<file path="config.mk">
export PLATFORM = sky130hd
export DESIGN_NAME = mul_share_arbiter_flat
export DESIGN_NICKNAME = d
export VERILOG_FILES = /design/src/rtl/mul_share_arbiter_if.sv /design/src/rtl/mul_share_arbiter.sv /design/src/flat_wrapper.sv
export SDC_FILE = /design/constraint.sdc
export NUM_CORES = 1
export LEC_CHECK = 0
export BUFFER_PORTS_ARGS = -buffer_cell sky130_fd_sc_hd__buf_2
export CORE_AREA = 2 2 126 128
export CTS_BUF_LIST = sky130_fd_sc_hd__clkbuf_2 sky130_fd_sc_hd__clkbuf_4 sky130_fd_sc_hd__clkbuf_8
export CTS_CLUSTER_SIZE = 40
export DETAILED_ROUTE_END_ITERATION = 12
export DIE_AREA = 0 0 128 130
export SKIP_CTS_REPAIR_TIMING = 1
export SYNTH_ARGS = -nofsm -noshare
export SYNTH_HDL_FRONTEND = slang
export SYNTH_SLANG_ARGS = --single-unit
</file>
<file path="constraint.sdc">
create_clock -name clk -period 12.3 [get_ports clk]
set_input_delay 2.46 -clock clk [delete_from_list [all_inputs] [get_ports clk]]
set_output_delay 2.46 -clock clk [all_outputs]
set_load 0.02 [all_outputs]
</file>
<file path="src/rtl/mul_share_arbiter_if.sv">
// Request/response bundle between clients and the shared 8x8 multiplier.
// The slave modport is the arbiter side; the master modport is the client side.
interface mul_share_arbiter_if #(
    parameter int NUM_REQ = 4,
    parameter int ID_W    = 2
);
    logic [NUM_REQ-1:0]   req_valid;
    logic [8*NUM_REQ-1:0] req_a;
    logic [8*NUM_REQ-1:0] req_b;
    logic [NUM_REQ-1:0]   req_ready;
    logic                 resp_valid;
    logic [15:0]          resp_mul;
    logic [ID_W-1:0]      resp_id;
    logic                 resp_ready;
    logic                 busy;

    modport master (
        output req_valid, req_a, req_b, resp_ready,
        input  req_ready, resp_valid, resp_mul, resp_id, busy
    );

    modport slave (
        input  req_valid, req_a, req_b, resp_ready,
        output req_ready, resp_valid, resp_mul, resp_id, busy
    );
endinterface

</file>
<file path="src/rtl/mul_share_arbiter.sv">
// Round-robin arbiter sharing one combinational 8x8 array multiplier among
// NUM_REQ requesters; operands and result are registered, one job in flight.
module mul_share_arbiter #(
    parameter int NUM_REQ = 4,
    parameter int ID_W    = 2
) (
    input  logic                clk,
    input  logic                rst,
    mul_share_arbiter_if.slave  bus
);
    localparam int unsigned N = NUM_REQ;

    typedef enum logic [1:0] {IDLE, MUL, DONE} state_t;

    state_t          state_q, state_d;
    logic [ID_W-1:0] rr_ptr_q, rr_ptr_d;
    logic [ID_W-1:0] id_q, id_d;
    logic [7:0]      op_a_q, op_a_d;
    logic [7:0]      op_b_q, op_b_d;
    logic [15:0]     mul_q, mul_d;

    logic            found;
    logic [ID_W-1:0] winner;
    logic [ID_W-1:0] cand;
    logic [7:0]      win_a, win_b;
    logic [15:0]     mul_w;

    // First valid requester scanning upward from rr_ptr, wrapping at NUM_REQ.
    always_comb begin
        found  = 1'b0;
        winner = '0;
        cand   = '0;
        for (int unsigned k = 0; k < N; k++) begin
            cand = ID_W'((rr_ptr_q + k) % N);
            if (!found && bus.req_valid[cand]) begin
                found  = 1'b1;
                winner = cand;
            end
        end
    end

    always_comb begin
        win_a = '0;
        win_b = '0;
        for (int unsigned k = 0; k < N; k++) begin
            if (winner == ID_W'(k)) begin
                win_a = bus.req_a[8*k +: 8];
                win_b = bus.req_b[8*k +: 8];
            end
        end
    end

    // Array multiplier: sum of shifted partial products, fed only from op regs.
    always_comb begin
        mul_w = '0;
        for (int unsigned i = 0; i < 8; i++) begin
            if (op_b_q[i]) begin
                mul_w = mul_w + ({8'b0, op_a_q} << i);
            end
        end
    end

    always_ff @(posedge clk) begin
        if (rst) begin
            state_q  <= IDLE;
            rr_ptr_q <= '0;
            id_q     <= '0;
            op_a_q   <= '0;
            op_b_q   <= '0;
            mul_q    <= '0;
        end else begin
            state_q  <= state_d;
            rr_ptr_q <= rr_ptr_d;
            id_q     <= id_d;
            op_a_q   <= op_a_d;
            op_b_q   <= op_b_d;
            mul_q    <= mul_d;
        end
    end

    always_comb begin
        state_d  = state_q;
        rr_ptr_d = rr_ptr_q;
        id_d     = id_q;
        op_a_d   = op_a_q;
        op_b_d   = op_b_q;
        mul_d    = mul_q;
        unique case (state_q)
            IDLE: begin
                if (found) begin
                    op_a_d   = win_a;
                    op_b_d   = win_b;
                    id_d     = winner;
                    rr_ptr_d = (winner == ID_W'(N - 1)) ? '0 : winner + 1'b1;
                    state_d  = MUL;
                end
            end
            MUL: begin
                mul_d   = mul_w;
                state_d = DONE;
            end
            DONE: begin
                if (bus.resp_ready) begin
                    state_d = IDLE;
                end
            end
            default: state_d = IDLE;
        endcase
    end

    // Grant is masked during reset so no requester sees its operands taken.
    always_comb begin
        bus.req_ready = '0;
        if (state_q == IDLE && found && !rst) begin
            bus.req_ready = NUM_REQ'(1) << winner;
        end
        bus.resp_valid = (state_q == DONE);
        bus.busy       = (state_q != IDLE);
        bus.resp_mul   = mul_q;
        bus.resp_id    = id_q;
    end
endmodule
</file>
<file path="src/flat_wrapper.sv">
// flat-port wrapper written by rule: the top's interface ports become plain ports
module mul_share_arbiter_flat 
#(
    parameter int NUM_REQ = 4,
    parameter int ID_W    = 2
)
  (clk, rst, bus_req_valid, bus_req_a, bus_req_b, bus_resp_ready, bus_req_ready, bus_resp_valid, bus_resp_mul, bus_resp_id, bus_busy);
  mul_share_arbiter_if #(.NUM_REQ(NUM_REQ), .ID_W(ID_W)) bus_i ();
  input  logic clk;
  input  logic rst;
  input wire logic [$bits(bus_i.req_valid)-1:0] bus_req_valid;
  input wire logic [$bits(bus_i.req_a)-1:0] bus_req_a;
  input wire logic [$bits(bus_i.req_b)-1:0] bus_req_b;
  input wire logic [$bits(bus_i.resp_ready)-1:0] bus_resp_ready;
  output wire logic [$bits(bus_i.req_ready)-1:0] bus_req_ready;
  output wire logic [$bits(bus_i.resp_valid)-1:0] bus_resp_valid;
  output wire logic [$bits(bus_i.resp_mul)-1:0] bus_resp_mul;
  output wire logic [$bits(bus_i.resp_id)-1:0] bus_resp_id;
  output wire logic [$bits(bus_i.busy)-1:0] bus_busy;
  assign bus_i.req_valid = bus_req_valid;
  assign bus_i.req_a = bus_req_a;
  assign bus_i.req_b = bus_req_b;
  assign bus_i.resp_ready = bus_resp_ready;
  assign bus_req_ready = bus_i.req_ready;
  assign bus_resp_valid = bus_i.resp_valid;
  assign bus_resp_mul = bus_i.resp_mul;
  assign bus_resp_id = bus_i.resp_id;
  assign bus_busy = bus_i.busy;
  mul_share_arbiter #(.NUM_REQ(NUM_REQ), .ID_W(ID_W)) u_core (.clk(clk), .rst(rst), .bus(bus_i));
endmodule
</file>
==> metrics.log, run 1 <==
[metrics] run status: finished, final reports clean
[metrics] cell area after layout: 0.00598 mm²
[metrics] RSZ-0062 raised after global routing: false
[metrics] Worst R2R Start: u_core.op_a_q[1]
[metrics] area added between synthesis and finish: 13.9%
[metrics] antenna-violating nets left: 0
[metrics] worst slew slack as a fraction of its limit: 0.247
[metrics] wire length of the first global-routing pass: 25.3 mm
[metrics] worst flop-to-flop path endpoint: u_core.bus.resp_mul[14]
[metrics] area share of the largest cell type after synthesis: 0.155
[metrics] std cell rows: 46
[metrics] placeable core area: 0.0154 mm²
[metrics] Post-route DRC: 0
[metrics] most common flop cell mapped by yosys: sky130_fd_sc_hd__dfxtp_1
[metrics] critical setup path kind: flop to flop
[metrics] clock tree from TritonCTS: built
[metrics] WP depth: 42
[metrics] part of the Yosys area used for sequential elements: 0.145
[metrics] Static Leak: 2.89 nW
[metrics] count of boundary I/O pins: 95
[metrics] Setup TNS: 0 ps
[metrics] Final setup viols: 0
[metrics] clock period minus final worst setup slack: 9620 ps
[metrics] kind of cell adding the most delay to the critical path: compound AO/OA/AOI/OAI gates
[metrics] slowest cell delay on critical path: 600 ps
[metrics] number of global-route vias before repair: 5132
[metrics] global route total overflow: 0
[metrics] detailed-route via count: 5371
[metrics] area fraction in compound gates after synthesis: 0.311
[metrics] adder-cell share of the synthesized area: 0.182
[metrics] ratio of routed vias to standard cells: 5.53
[metrics] most area-consuming cells after synthesis: sky130_fd_sc_hd__ha_1, sky130_fd_sc_hd__dfxtp_1, sky130_fd_sc_hd__a21oi_1, sky130_fd_sc_hd__nor2_1, sky130_fd_sc_hd__nand2_1
[metrics] share of synthesized area spent on multiplexers: 0.0481
[metrics] die outline area: 0.0166 mm²
[metrics] Sw Share: 0.479
[metrics] fmax: 104 MHz
[metrics] Max Transition Viols Final: 0
[metrics] cell with the most instances on the worst path: sky130_fd_sc_hd__ha_1
[metrics] slowest CP cell: sky130_fd_sc_hd__dfxtp_1
[metrics] combinational family with the most area after synthesis: compound AO/OA/AOI/OAI gates
[metrics] Hold/Removal Path Class: flop to flop
[metrics] simple-gate portion of the synthesized area: 0.218
[metrics] CP Capture Type: flop
[metrics] maximum number of pins on one net before global-route repair: 38
[metrics] ys async rst share: 0
[metrics] total wirelength of the detailed-routed design: 15.1 mm
[metrics] portion of the clock cycle consumed by the worst path in the final layout: 0.782
[metrics] number of flops mapped to enable cells by yosys: 0
[metrics] clock root cell: sky130_fd_sc_hd__clkbuf_8
[metrics] total clock buffers created by CTS: 5
[metrics] area of the mapped netlist: 0.00525 mm²
[metrics] post-detail-place hpwl: 11.5 mm
[metrics] Starting Density: 0.340
[metrics] startpoint of the worst setup timing path: u_core.op_a_q[1]
[metrics] Maximum Capacitance Violations: 0
[metrics] highest fanout seen on the critical path: 11
[metrics] chip width: 128 µm
[metrics] post-synthesis share of cell area spent on xor and xnor gates: 0.0400
[metrics] transition time of the tightest slew-check pin: 1130 ps
[metrics] number of distinct standard cells referenced by the synthesized netlist: 77
[metrics] number of nets in the layout: 921
[metrics] Die Y-Extent: 130 µm
[metrics] number of iterations in the first detailed-routing pass: 4
[metrics] warning count from the yosys run: 0
[metrics] Reg2Reg Setup Slack: 2680 ps
[metrics] routed len/inst: 15.5 µm
[metrics] number of fill cells in the layout: 1625
[metrics] cell depth of the worst flop-to-flop path: 42
[metrics] maximum vdd drop: 0.107 mV
[metrics] most frequently used cell type in the post-synthesis netlist: sky130_fd_sc_hd__nor2_1
[metrics] Clock Path Buffers: 2
[metrics] combinational cell fraction of total power: 0.628
[metrics] P per Cell Area: 149 mW/mm²
[metrics] total count of hold-check failures in the final report: 0
[metrics] weighted congestion at the end of routability-driven global placement: 0.862
[metrics] placed instance area: 0.00584 mm²
[metrics] worst hold path cell count: 2
[metrics] count of state elements after synthesis: 38
[metrics] share of layout cells above drive strength 1: 0.163
[metrics] ranking of synthesized cells by instance count: sky130_fd_sc_hd__nor2_1, sky130_fd_sc_hd__ha_1, sky130_fd_sc_hd__nand2_1
[metrics] DRC violation total after the first TritonRoute iteration: 257
[metrics] Int Pwr: 0.464 mW
[metrics] n_diodes: 0
[metrics] Required @ worst endpoint: 12550 ps
[metrics] mean instance size in the synthesized netlist: 7.37 µm²
[metrics] number of antenna violations at the first check in global routing: 0
[metrics] startpoint type of the worst setup path: flop
[metrics] capturing instance or port of the critical path: u_core.bus.resp_mul[14]
[metrics] final setup skew: 6.30 ps
[metrics] sequential share of power: 0.222
[metrics] Clock Latency Late Sink: 300 ps
[metrics] number of clock sinks: 38
[metrics] reported net switching power: 0.426 mW
[metrics] buffers added on ports: 94
[metrics] WP data arrival: 9880 ps
[metrics] synthesized instance count: 712
[metrics] leading area contributor after synthesis: sky130_fd_sc_hd__ha_1
[metrics] deepest level of the CTS H-tree: 2
[metrics] Clk network pwr share: 0.150
[metrics] count of buffer and inverter cells on the critical path: 3
[metrics] clock input transition at the sequential cells of the worst setup and hold paths: 90 ps
[metrics] Post-Synthesis Net Count: 855
[metrics] overall global routing resource usage: 0.187
-- area by class of cell --
class	instances	area, µm²	area share
multi-input cells	597	4200	0.703
flip-flops and latches	38	761	0.127
repair buffers	97	493	0.0824
well taps	192	240	0.0402
inverters	39	146	0.0245
clock buffers	5	68.8	0.0115
clock inverters	3	68.8	0.0115
-- cell usage in the layout (no fill, tap or decap), types with 3 or more instances in the layout --
cell type,n
sky130_fd_sc_hd__o21a_1,8
sky130_fd_sc_hd__a21oi_1,57
sky130_fd_sc_hd__mux2_2,6
sky130_fd_sc_hd__a211oi_1,7
sky130_fd_sc_hd__a22oi_1,17
sky130_fd_sc_hd__xor2_1,11
sky130_fd_sc_hd__o21ai_1,6
sky130_fd_sc_hd__or3_1,5
sky130_fd_sc_hd__nand3b_1,9
sky130_fd_sc_hd__o211ai_1,20
sky130_fd_sc_hd__mux2i_1,17
sky130_fd_sc_hd__a31oi_1,11
sky130_fd_sc_hd__fa_1,7
sky130_fd_sc_hd__o21bai_1,3
sky130_fd_sc_hd__o31ai_1,4
sky130_fd_sc_hd__xnor2_1,13
sky130_fd_sc_hd__o22ai_1,4
sky130_fd_sc_hd__nor2b_1,11
sky130_fd_sc_hd__buf_4,3
sky130_fd_sc_hd__nand4_1,3
sky130_fd_sc_hd__nand2_1,60
sky130_fd_sc_hd__clkbuf_8,5
sky130_fd_sc_hd__ha_1,65
sky130_fd_sc_hd__dfxtp_1,38
sky130_fd_sc_hd__inv_1,36
sky130_fd_sc_hd__o21ai_0,42
sky130_fd_sc_hd__a211o_1,4
sky130_fd_sc_hd__nand2b_1,13
sky130_fd_sc_hd__nand3_1,22
sky130_fd_sc_hd__and2_1,9
sky130_fd_sc_hd__a21o_1,21
sky130_fd_sc_hd__or2_1,4
sky130_fd_sc_hd__a211oi_2,3
sky130_fd_sc_hd__nor2_1,68
sky130_fd_sc_hd__buf_2,94
sky130_fd_sc_hd__nor3_1,10
sky130_fd_sc_hd__nor4_1,3
-- stage by stage --
step	util	worst slack, ps	total power [mW]	hold slack (ps)	std cells
CTS	0.388	2670	0.891	462	971
global route	0.388	1810	0.975	471	971
finish	0.388	2680	0.890	460	971
floorplan	-	3570	0.621	484	712
detailed placement	0.379	2750	0.751	448	963
global placement	0.379	2940	0.751	446	963
-- flip-flops by register name, summed over array words and instances, names as in the netlist --
signal,cells
u_core.op_a_q,8
u_core.bus.resp_mul,16
u_core.rr_ptr_q,2
u_core.bus.resp_id,2
u_core.state_q,2
u_core.op_b_q,8
-- per-layer routing --
layer	GRT usage	up-vias	share of wire
met5	0	-	0
met4	0.0659	0	0.029
met3	0.0279	24	0.048
met2	0.321	148	0.45
met1	0.240	2442	0.47
li1	-	2757	-
-- worst min path at each step --
| stage | start | to | slack (ps) |
|---|---|---|---|
| after CTS | u_core.bus.resp_mul[0] | u_core.bus.resp_mul[0] | 460 |
| after global placement | u_core.bus.resp_mul[0] | u_core.bus.resp_mul[0] | 450 |
| final | u_core.bus.resp_mul[0] | u_core.bus.resp_mul[0] | 460 |
| after global routing | u_core.bus.resp_mul[0] | u_core.bus.resp_mul[0] | 470 |
| after floorplan | u_core.rr_ptr_q[0] | u_core.rr_ptr_q[0] | 480 |
| after detailed placement | u_core.bus.resp_mul[0] | u_core.bus.resp_mul[0] | 450 |
-- cells by family after synthesis --
group,after synthesis
AOI/OAI and AO/OA,243
xor gates and xnor gates,24
adders and majority gates,72
buffers and inverters,77
DFF,38
muxes,24
and+or+nand+nor,234
-- power by group through the flow --
stage / Clock, mW / Sequential, mW / Combinational, mW
finish: 0.133 / 0.198 / 0.559
detailed placement: 0 / 0.200 / 0.552
floorplan: 0 / 0.174 / 0.447
CTS: 0.137 / 0.198 / 0.556
global route: 0.140 / 0.204 / 0.632
global placement: 0 / 0.201 / 0.550
-- worst register-to-register path: cells and delay by family, from the launching register on --
family          cells  cell delay [ps]
buf+inv             3              470
compound gates     18             3320
xor+xnor            2              320
fa+ha+maj           7             2440
flops               1              600
mux                 2              560
simple gates       10             1850
Note: power is estimated with default switching activity, not from simulation.
==> run 2, diff against run 1 <==
- clock period: 12.3 -> 8.2 ns (I/O delays scaled with it)
==> run 2 against run 1 <==
The run now ends with setup timing left. Combinational power rose by 120%. Maximum frequency grew 14%. First-iteration DRC count fell by 5.8%. Power rose by 91%. Clock skew barely moved. Count of clock-buffer cells in the layout up 1. Largest cell class unchanged.
==> metrics.log, run 2 (synthesis gave the netlist of run 1 again) <==
[metrics] P per Cell Area: 231 mW/mm² (+55%)
[metrics] Clock Path Buffers: 2 (unchanged)
[metrics] min setup slack post-route: -221 ps (-2900 ps)
[metrics] CP Capture Type: flop
[metrics] worst-case setup slack after placement: -341 ps (-3090 ps)
[metrics] buffers added on ports: 94 (unchanged)
[metrics] final setup skew: 6.23 ps (-0.0644 ps)
[metrics] final instance count without filler cells: 1092 (+12%)
[metrics] number of iterations in the first detailed-routing pass: 5 (+1)
[metrics] weighted congestion at the end of routability-driven global placement: 0.899 (+4.3%)
[metrics] FF+latch area: 769 µm² (+1.2%)
[metrics] portion of the clock cycle consumed by the worst path in the final layout: 1.03 (+0.245)
[metrics] slowest cell delay on critical path: 410 ps (-190 ps)
[metrics] Final setup viols: 4 (+4)
[metrics] total area of multi-input combinational cells: 0.00466 mm² (+11%)
[metrics] cell area after layout: 0.00736 mm² (+23%)
[metrics] run status: finished with violations
[metrics] transition time of the tightest slew-check pin: 1120 ps (-5.98 ps)
[metrics] overall global routing resource usage: 0.205 (+0.0178)
[metrics] number of antenna violations at the first check in global routing: 0 (unchanged)
[metrics] worst slew slack as a fraction of its limit: 0.250 (+0.00215)
[metrics] number of clock sinks: 38 (unchanged)
[metrics] clock tree from TritonCTS: built
[metrics] most common library cell in the layout ignoring fill and taps: sky130_fd_sc_hd__buf_4
[metrics] cell with the most instances on the worst path: sky130_fd_sc_hd__ha_4
[metrics] Required @ worst endpoint: 8450 ps (-4100 ps)
[metrics] startpoint type of the worst setup path: flop
[metrics] chip width: 128 µm (unchanged)
[metrics] WP data arrival: 8670 ps (-1210 ps)
[metrics] critical setup path kind: flop to flop
[metrics] n_diodes: 0 (unchanged)
[metrics] number of fill cells in the layout: 1552 (-4.5%)
[metrics] fmax: 119 MHz (+14%)
[metrics] Hold/Removal Path Class: flop to flop
[metrics] Die Y-Extent: 130 µm (unchanged)
[metrics] DRC violation total after the first TritonRoute iteration: 242 (-5.8%)
[metrics] slowest CP cell: sky130_fd_sc_hd__fa_2
[metrics] placeable core area: 0.0154 mm² (unchanged)
[metrics] ratio of routed vias to standard cells: 5.35 (-3.2%)
[metrics] wire length of the first global-routing pass: 27.7 mm (+9.5%)
[metrics] Static Leak: 3.51 nW (+22%)
[metrics] total count of hold-check failures in the final report: 0 (unchanged)
[metrics] number of global-route vias before repair: 5660 (+10%)
[metrics] share of layout cells above drive strength 1: 0.356 (+0.193)
[metrics] die outline area: 0.0166 mm² (unchanged)
[metrics] global route total overflow: 0 (unchanged)
[metrics] deepest level of the CTS H-tree: 2 (unchanged)
[metrics] Max Transition Viols Final: 0 (unchanged)
[metrics] top library cells by usage in the layout, fill and taps aside: sky130_fd_sc_hd__buf_4, sky130_fd_sc_hd__buf_2, sky130_fd_sc_hd__nor2_1
[metrics] maximum number of pins on one net before global-route repair: 38 (unchanged)
[metrics] count of boundary I/O pins: 95 (unchanged)
[metrics] clock period minus final worst setup slack: 8420 ps (-1200 ps)
[metrics] placed instance area: 0.00681 mm² (+17%)
[metrics] clock root cell: sky130_fd_sc_hd__clkbuf_8
[metrics] Clock Latency Late Sink: 300 ps (about the same)
[metrics] Maximum Capacitance Violations: 0 (unchanged)
[metrics] total clock buffers created by CTS: 5 (unchanged)
[metrics] failing checks: setup timing
[metrics] RSZ-0062 raised after global routing: true
[metrics] area added between synthesis and finish: 40.3%
[metrics] total wirelength of the detailed-routed design: 17.2 mm (+14%)
[metrics] routed len/inst: 15.8 µm (+1.6%)
[metrics] clock input transition at the sequential cells of the worst setup and hold paths: 80 ps (about the same)
[metrics] number of cells after detailed placement: 1068 (+11%)
[metrics] detailed-route via count: 5845 (+8.8%)
[metrics] highest fanout seen on the critical path: 5 (-6)
[metrics] Starting Density: 0.340 (unchanged)
[metrics] number of nets in the layout: 1042 (+13%)
[metrics] post-detail-place hpwl: 12.8 mm (+12%)
[metrics] Total Power Consumption: 1.70 mW (+91%)
[metrics] Largest register FFs: 16 (unchanged)
[metrics] Post-route DRC: 0 (unchanged)
[metrics] antenna-violating nets left: 0 (unchanged)
[metrics] std cell rows: 46 (unchanged)
[metrics] maximum vdd drop: 0.139 mV (+30%)
==> run 2: area by class of cell <==
| type | count | share of cell area |
|---|---|---|
| Clock inverter | 2 | 0.00815 |
| Inverter | 39 | 0.0199 |
| Sequential cell | 38 | 0.104 |
| Multi-Input combinational cell | 597 | 0.633 |
| Timing Repair Buffer | 218 | 0.191 |
| Tap cell | 192 | 0.0326 |
| Clock buffer | 6 | 0.0112 |
==> run 2: routing by layer <==
layer / share of wire / track usage
met3: 0.033 / 0.0230
met1: 0.48 / 0.277
met2: 0.47 / 0.349
met4: 0.015 / 0.0524
met5: 0 / 0
==> run 2: stage by stage <==
step | hold WS, ps | setup TNS [ps] | util
final | 480 | -485 | 0.477
after CTS | 485 | -1640 | 0.451
after detailed placement | 465 | -1370 | 0.442
after floorplan | 484 | 0 | -
after global placement | 439 | -441 | 0.442
after global routing | 504 | -3010 | 0.477
==> run 2: critical path: cells and delay by family, from the launching register on <==
kind	cells	cell delay, ps
multiplexers	3	780
adder cells (fa/ha/maj)	8	2200
AO/OA/AOI/OAI	16	2330
XOR/XNOR	2	290
AND/OR/NAND/NOR	14	2390
flip-flops	1	370
buffers and inverters	1	40
==> run 2: worst paths after layout <==
kind                          startpoint                      end  slack, ps  cells after the start
setup reg to reg        u_core.op_b_q[0]  u_core.bus.resp_mul[14]       -220                     44
hold / removal    u_core.bus.resp_mul[0]   u_core.bus.resp_mul[0]        480                      2
hold reg to reg   u_core.bus.resp_mul[0]   u_core.bus.resp_mul[0]        480                      2
setup / recovery        u_core.op_b_q[0]  u_core.bus.resp_mul[14]       -220                     44
==> run 2: report_power, final <==
| part | switching [mW] | total (mW) | internal [mW] |
|---|---|---|---|
| registers | 0.0435 | 0.259 | 0.215 |
| logic | 0.627 | 1.24 | 0.611 |
| clock network | 0.0735 | 0.203 | 0.130 |
| total | 0.744 | 1.70 | 0.957 |
